### src/rtl/mips_pipe_pkg.sv
// Shared definitions for the MIPS pipeline stages: default widths,
// control-vector bit positions and the MEM/WB stage state encoding.
package mips_pipe_pkg;

  localparam int DATA_W_DEF     = 32;
  localparam int REG_ADDR_W_DEF = 5;
  localparam int CTRL_W_DEF     = 3;
  localparam int CNT_W_DEF      = 16;

  localparam int CTRL_JAL      = 0;
  localparam int CTRL_REGWRITE = 1;
  localparam int CTRL_MEMTOREG = 2;

  typedef enum logic [1:0] {
    EMPTY = 2'd0,
    ONE   = 2'd1,
    FULL  = 2'd2
  } stage_state_e;

endpackage

### src/rtl/pipe_slot.sv
// One storage slot of the MEM/WB stage: valid bit plus ctrl/data/register fields.
// Clear wins over load and only drops the valid bit; the fields keep stale data.
module pipe_slot
  import mips_pipe_pkg::*;
#(
  parameter int DATA_W     = DATA_W_DEF,
  parameter int REG_ADDR_W = REG_ADDR_W_DEF,
  parameter int CTRL_W     = CTRL_W_DEF
) (
  input  logic                  clk,
  input  logic                  reset,
  input  logic                  clr_i,
  input  logic                  load_i,
  input  logic [CTRL_W-1:0]     ctrl_d_i,
  input  logic [DATA_W-1:0]     ram_d_i,
  input  logic [DATA_W-1:0]     alu_d_i,
  input  logic [REG_ADDR_W-1:0] wreg_d_i,
  output logic                  valid_o,
  output logic [CTRL_W-1:0]     ctrl_o,
  output logic [DATA_W-1:0]     ram_o,
  output logic [DATA_W-1:0]     alu_o,
  output logic [REG_ADDR_W-1:0] wreg_o
);

  logic                  valid_q;
  logic [CTRL_W-1:0]     ctrl_q;
  logic [DATA_W-1:0]     ram_q;
  logic [DATA_W-1:0]     alu_q;
  logic [REG_ADDR_W-1:0] wreg_q;

  always_ff @(posedge clk or negedge reset) begin
    if (!reset) begin
      valid_q <= 1'b0;
      ctrl_q  <= '0;
      ram_q   <= '0;
      alu_q   <= '0;
      wreg_q  <= '0;
    end else if (clr_i) begin
      valid_q <= 1'b0;
    end else if (load_i) begin
      valid_q <= 1'b1;
      ctrl_q  <= ctrl_d_i;
      ram_q   <= ram_d_i;
      alu_q   <= alu_d_i;
      wreg_q  <= wreg_d_i;
    end
  end

  assign valid_o = valid_q;
  assign ctrl_o  = ctrl_q;
  assign ram_o   = ram_q;
  assign alu_o   = alu_q;
  assign wreg_o  = wreg_q;

endmodule

### src/rtl/mem_wb_pipe_stage.sv
// MEM->WB pipeline stage with valid/ready handshake, 2-entry skid buffer,
// synchronous flush and a saturating writeback stall counter.
//
// state | meaning
// EMPTY | no entry held, out_valid low
// ONE   | main slot holds the head entry
// FULL  | main slot holds head, skid slot holds the next entry; in_ready low
module mem_wb_pipe_stage
  import mips_pipe_pkg::*;
#(
  parameter int DATA_W     = DATA_W_DEF,
  parameter int REG_ADDR_W = REG_ADDR_W_DEF,
  parameter int CTRL_W     = CTRL_W_DEF,
  parameter int CNT_W      = CNT_W_DEF
) (
  input  logic                  clk,
  input  logic                  reset,
  input  logic                  flush,
  input  logic                  in_valid,
  output logic                  in_ready,
  input  logic [CTRL_W-1:0]     in_ctrl,
  input  logic [DATA_W-1:0]     in_ram_read_data,
  input  logic [DATA_W-1:0]     in_alu_result,
  input  logic [REG_ADDR_W-1:0] in_write_register,
  output logic                  out_valid,
  input  logic                  out_ready,
  output logic [CTRL_W-1:0]     out_ctrl,
  output logic [DATA_W-1:0]     out_ram_read_data,
  output logic [DATA_W-1:0]     out_alu_result,
  output logic [REG_ADDR_W-1:0] out_write_register,
  output logic [1:0]            occupancy,
  output logic [CNT_W-1:0]      stall_count
);

  stage_state_e state_q, state_d;
  logic [CNT_W-1:0] stall_q;

  logic push, pop;
  logic main_load, main_clr, main_from_skid;
  logic skid_load, skid_clr;

  logic                  main_vld, skid_vld;
  logic [CTRL_W-1:0]     main_ctrl, skid_ctrl, main_ctrl_d;
  logic [DATA_W-1:0]     main_ram, skid_ram, main_ram_d;
  logic [DATA_W-1:0]     main_alu, skid_alu, main_alu_d;
  logic [REG_ADDR_W-1:0] main_wreg, skid_wreg, main_wreg_d;

  assign in_ready = (state_q != FULL);
  assign push     = in_valid & in_ready;
  assign pop      = main_vld & out_ready;

  always_comb begin
    state_d        = state_q;
    main_load      = 1'b0;
    main_clr       = flush;
    main_from_skid = 1'b0;
    skid_load      = 1'b0;
    skid_clr       = flush;
    if (flush) begin
      state_d = EMPTY;
    end else begin
      case (state_q)
        EMPTY: begin
          if (push) begin
            main_load = 1'b1;
            state_d   = ONE;
          end
        end
        ONE: begin
          if (push && pop) begin
            main_load = 1'b1;
          end else if (push) begin
            skid_load = 1'b1;
            state_d   = FULL;
          end else if (pop) begin
            main_clr = 1'b1;
            state_d  = EMPTY;
          end
        end
        FULL: begin
          if (pop) begin
            main_load      = 1'b1;
            main_from_skid = 1'b1;
            skid_clr       = 1'b1;
            state_d        = ONE;
          end
        end
        default: state_d = EMPTY;
      endcase
    end
  end

  assign main_ctrl_d = main_from_skid ? skid_ctrl : in_ctrl;
  assign main_ram_d  = main_from_skid ? skid_ram  : in_ram_read_data;
  assign main_alu_d  = main_from_skid ? skid_alu  : in_alu_result;
  assign main_wreg_d = main_from_skid ? skid_wreg : in_write_register;

  always_ff @(posedge clk or negedge reset) begin
    if (!reset) begin
      state_q <= EMPTY;
      stall_q <= '0;
    end else begin
      state_q <= state_d;
      // Profiling counter survives flush; it only stops at all-ones.
      if (main_vld && !out_ready && !(&stall_q))
        stall_q <= stall_q + {{(CNT_W-1){1'b0}}, 1'b1};
    end
  end

  pipe_slot #(.DATA_W(DATA_W), .REG_ADDR_W(REG_ADDR_W), .CTRL_W(CTRL_W)) u_main (
    .clk      (clk),
    .reset    (reset),
    .clr_i    (main_clr),
    .load_i   (main_load),
    .ctrl_d_i (main_ctrl_d),
    .ram_d_i  (main_ram_d),
    .alu_d_i  (main_alu_d),
    .wreg_d_i (main_wreg_d),
    .valid_o  (main_vld),
    .ctrl_o   (main_ctrl),
    .ram_o    (main_ram),
    .alu_o    (main_alu),
    .wreg_o   (main_wreg)
  );

  pipe_slot #(.DATA_W(DATA_W), .REG_ADDR_W(REG_ADDR_W), .CTRL_W(CTRL_W)) u_skid (
    .clk      (clk),
    .reset    (reset),
    .clr_i    (skid_clr),
    .load_i   (skid_load),
    .ctrl_d_i (in_ctrl),
    .ram_d_i  (in_ram_read_data),
    .alu_d_i  (in_alu_result),
    .wreg_d_i (in_write_register),
    .valid_o  (skid_vld),
    .ctrl_o   (skid_ctrl),
    .ram_o    (skid_ram),
    .alu_o    (skid_alu),
    .wreg_o   (skid_wreg)
  );

  // Bubbles must never carry RegWrite/MemToReg/Jal into writeback.
  assign out_valid          = main_vld;
  assign out_ctrl           = main_vld ? main_ctrl : '0;
  assign out_ram_read_data  = main_ram;
  assign out_alu_result     = main_alu;
  assign out_write_register = main_wreg;
  assign occupancy          = {skid_vld, main_vld & ~skid_vld};
  assign stall_count        = stall_q;

endmodule

### config.mk
export PLATFORM = sky130hd
export DESIGN_NAME = mem_wb_pipe_stage
export DESIGN_NICKNAME = d
export VERILOG_FILES = /design/src/rtl/mips_pipe_pkg.sv /design/src/rtl/pipe_slot.sv /design/src/rtl/mem_wb_pipe_stage.sv
export SDC_FILE = /design/constraint.sdc
export NUM_CORES = 1
export LEC_CHECK = 0
export BUFFER_PORTS_ARGS = -buffer_cell sky130_fd_sc_hd__buf_2
export CORE_ASPECT_RATIO = 0.5
export CORE_MARGIN = 2
export CORE_UTILIZATION = 45
export DETAILED_ROUTE_END_ITERATION = 10
export GPL_ROUTABILITY_DRIVEN = 0
export GPL_TIMING_DRIVEN = 0
export PLACE_DENSITY = 0.74
export SYNTH_ARGS = -nofsm -noshare
export SYNTH_HDL_FRONTEND = slang
export SYNTH_HIERARCHICAL = 1
export SYNTH_SLANG_ARGS = --single-unit
### constraint.sdc
create_clock -name clk -period 2.2 [get_ports clk]
set_input_delay 0.33 -clock clk [delete_from_list [all_inputs] [get_ports clk]]
set_output_delay 0.33 -clock clk [all_outputs]
set_load 0.01 [all_outputs]
==> flow_metrics.py <==
metrics = {
    "outcome": {
        "status": "finished, final reports clean",
    },
    "yosys": {
        "yosysSeqAreaShare": 0.511,
        "synthTopCellsByArea": "dfrtp_1, mux2_4, mux2_2",
        "synth_most_common_cell": "dfrtp_1",
        "ys_ff_latch": 164,
        "synthFlopType": "dfrtp_1",
        "synth_top_area_cell": "dfrtp_1",
        "synth_edf_count": 0,
        "synth_top_area_frac": 0.511,
        "synth_area_mm2": 0.00804,
        "syn-instance-count": 490,
        "synth_cell_types": 33,
        "synth_common_cells": "dfrtp_1, mux2_4, mux2_2",
        "async_flop_share": 1.00,
        "synthesis.nets": 568,
        "ys.warnings.count": 6,
        "avgSynthCellArea_um2": 16.4,
    },
    "timing": {
        "post-route-min-period_ps": 2070,
        "post-route-period-util": 0.943,
        "layout_setup_ws_ps": 126,
        "slew_headroom": 0.625,
        "setup_tns_ps": 0,
        "slew_violations": 0,
        "clock_skew_ps": 12.8,
        "setup_viol": 0,
        "holdWs_ps": 157,
        "rsz0062_at_grt": "no",
        "worst_slew_pin_slew_ps": 562,
        "fmax_mhz": 482,
        "finalHoldViolations": 0,
    },
    "layout": {
        "area_growth_pct": 22.0,
        "drive_gt1_frac": 0.654,
        "antenna_cells": 0,
        "finalNonFillerCells": 928,
        "fin_nets": 759,
    },
    "routing": {
        "num_vias": 4549,
        "wire_per_inst_um": 17.4,
        "wirelength_um": 16100,
        "drc": 0,
        "drtAntennaViolNets": 0,
        "drt_iter0_drc": 174,
        "via_per_inst": 4.90,
        "first_pass_iters": 5,
    },
    "clocking": {
        "insertion_delay_ps": 410,
        "clk_path_buf_depth": 2,
        "path_clk_slew_ps": 70,
        "cts_tree": "built",
        "root_buffer": "clkbuf_16",
        "clock-sinks": 164,
        "ctsHtreeMaxLevel": 4,
        "numCtsBuffers": 17,
    },
    "floorplanning": {
        "pin_count": 169,
        "fp.dieH_um": 98.5,
        "fp.dieW_um": 193,
        "rows": 34,
        "die_area_mm2": 0.0190,
        "start_util": 0.461,
        "fp.coreArea_mm2": 0.0174,
    },
    "grt": {
        "grt_pass1_wl_um": 26500,
        "grt_pass1_vias": 4879,
        "gr-total-overflow": 0,
        "grt_util_all_layers": 0.179,
        "antenna_found_initial": 0,
        "grt_start_max_net_pins": 109,
    },
    "critical_path": {
        "cp_top_family": "simple AND/OR/NAND/NOR gates",
        "slowest_stage": "dfrtp_1",
        "r2r-start": "state_q[1]$_DFFE_PN0P_",
        "cpPeakStageDelay_ps": 450,
        "critPathCaptureType": "flip-flop",
        "cp_num_buf_inv": 2,
        "cp_max_fo": 10,
        "reg2regPathDepth": 8,
        "worst-path-stages": 8,
        "crit_required_ps": 2490,
        "crit_type": "flip-flop to flip-flop",
        "cp_cell_sequence": "nor2b_2, a21oi_1, or2_2, a21oi_2, nor2b_4, buf_12, buf_12, mux2_4",
        "startpoint_type": "flip-flop",
        "cp_data_arrival_time_ps": 2370,
        "worst-r2r-setup-slack_ps": 130,
        "cp_common_cell": "buf_12",
        "reg2reg_to": "u_main/alu_o[4]$_DFFE_PN0P_",
    },
    "power": {
        "pwr-share-clk": 0.290,
        "power_frac_comb": 0.248,
        "switching_share": 0.272,
        "p_seq_frac": 0.462,
        "p_int_w": 0.00688,
        "power_density_mw_per_mm2": 965,
        "ir_worst_vdd_mv": 0.514,
        "leakagePower_nw": 4.62,
        "p_switching_w": 0.00257,
    },
    "flow_run": {
        "maxCapViolCount": 0,
    },
    "placed_design": {
        "dp_cells": 892,
        "io_buffers": 167,
        "hpwl_um": 11200,
        "dp_slack_ps": -235,
    },
    "hold_path": {
        "hold_path_depth": 2,
        "whs_endpoint": "u_skid/alu_o[19]$_DFFE_PN0P_",
        "hold_path.class": "input port to flip-flop",
        "hold_start": "in_alu_result[19]",
    },
}
## registers in the layout, indices dropped and copies added, names as in the netlist
signal and count:
u_skid/valid_o 1, stall_count 16, u_main/alu_o 32, u_skid/ctrl_o 3
u_skid/alu_o 32, u_skid/ram_o 32, u_skid/wreg_o 5, u_main/wreg_o 5
u_main/ram_o 32, u_main/ctrl_o 3, state_q 2, u_main/valid_o 1
## repair_timing
item                                   CTS  global route
setup buffers                            2             2
cloned                                   0             0
hold buffers                             1             0
setup endpoints to repair               72            70
resized for setup                        2             2
endpoints found under the hold margin   56             0
pin swaps                                1             1
## per-stage QoR
stage / instance area (µm²) / util / total power, W
2_1_floorplan: 8040 / - / 0.00591
5_1_grt: 9800 / 0.562 / 0.00998
6_report: 9800 / 0.562 / 0.00946
4_1_cts: 9770 / 0.560 / 0.00959
3_5_place_dp: 9200 / 0.528 / 0.00676
3_3_place_gp: 9170 / 0.525 / 0.00666
## final cells by class
| cell class | count | area, µm² |
|---|---|---|
| buffer | 25 | 410 |
| clock inverter | 13 | 100 |
| sequential | 164 | 4110 |
| fill | 1466 | 7640 |
| timing repair buffer | 173 | 926 |
| tap | 234 | 293 |
| clock buffer | 19 | 443 |
| multi-input combinational | 300 | 3530 |
## placed cells by master, fill, tap and decap left out, types with 2 or more instances in the layout
cell	synthesis	layout
buf_4	1	4
buf_6	7	7
nor3_1	3	3
clkinv_2	0	3
buf_2	0	166
mux2_2	77	77
clkinv_4	0	3
and4_1	3	3
clkbuf_16	0	17
nand3_1	6	6
and2_1	4	3
a21o_1	2	2
mux2_4	140	140
nand4_1	8	8
clkinvlp_4	0	2
a21oi_1	5	4
clkbuf_1	2	2
nand2_1	13	13
xor2_1	2	2
xnor2_1	11	11
inv_6	0	5
nor2_1	7	7
buf_12	16	17
nor2b_4	2	2
dfrtp_1	164	163
and3_1	2	2
a211oi_1	2	2
## power by group through the flow
stage | logic (W) | registers [W] | clock network [W]
final | 0.00235 | 0.00437 | 0.00274
after global routing | 0.00253 | 0.00448 | 0.00298
after CTS | 0.00238 | 0.00437 | 0.00284
after detailed placement | 0.00237 | 0.00439 | 0
after global placement | 0.00230 | 0.00435 | 0
after floorplan | 0.00141 | 0.00450 | 0
## logic make-up after synthesis
family | Yosys count | share of synthesized area
muxes | 217 | 0.369
adders and majority gates | 1 | 0.00156
buffers and inverters | 26 | 0.0515
xor gates and xnor gates | 13 | 0.0142
DFF | 164 | 0.511
and+or+nand+nor | 57 | 0.0425
AOI/OAI and AO/OA | 12 | 0.0101
## layer usage
metal,global-route usage,up-vias,wire length [µm]
li1,-,2151,-
met1,0.242,2327,7540
met2,0.300,63,8100
met3,0.0342,8,396
met4,0.0425,0,104
met5,0,-,0
## worst max-delay path by stage
stage	endpoint	start	slack, ps
global placement	u_main/alu_o[13]$_DFFE_PN0P_	reset	-1750
CTS	u_main/alu_o[4]$_DFFE_PN0P_	state_q[1]$_DFFE_PN0P_	30
detailed placement	u_main/alu_o[4]$_DFFE_PN0P_	u_main/valid_o$_DFFE_PN0P_	-230
floorplan	u_main/alu_o[0]$_DFFE_PN0P_	u_main/valid_o$_DFFE_PN0P_	20
global route	u_main/alu_o[5]$_DFFE_PN0P_	state_q[1]$_DFFE_PN0P_	5
finish	u_main/alu_o[4]$_DFFE_PN0P_	state_q[1]$_DFFE_PN0P_	130
(Power assumes the default switching activity.)
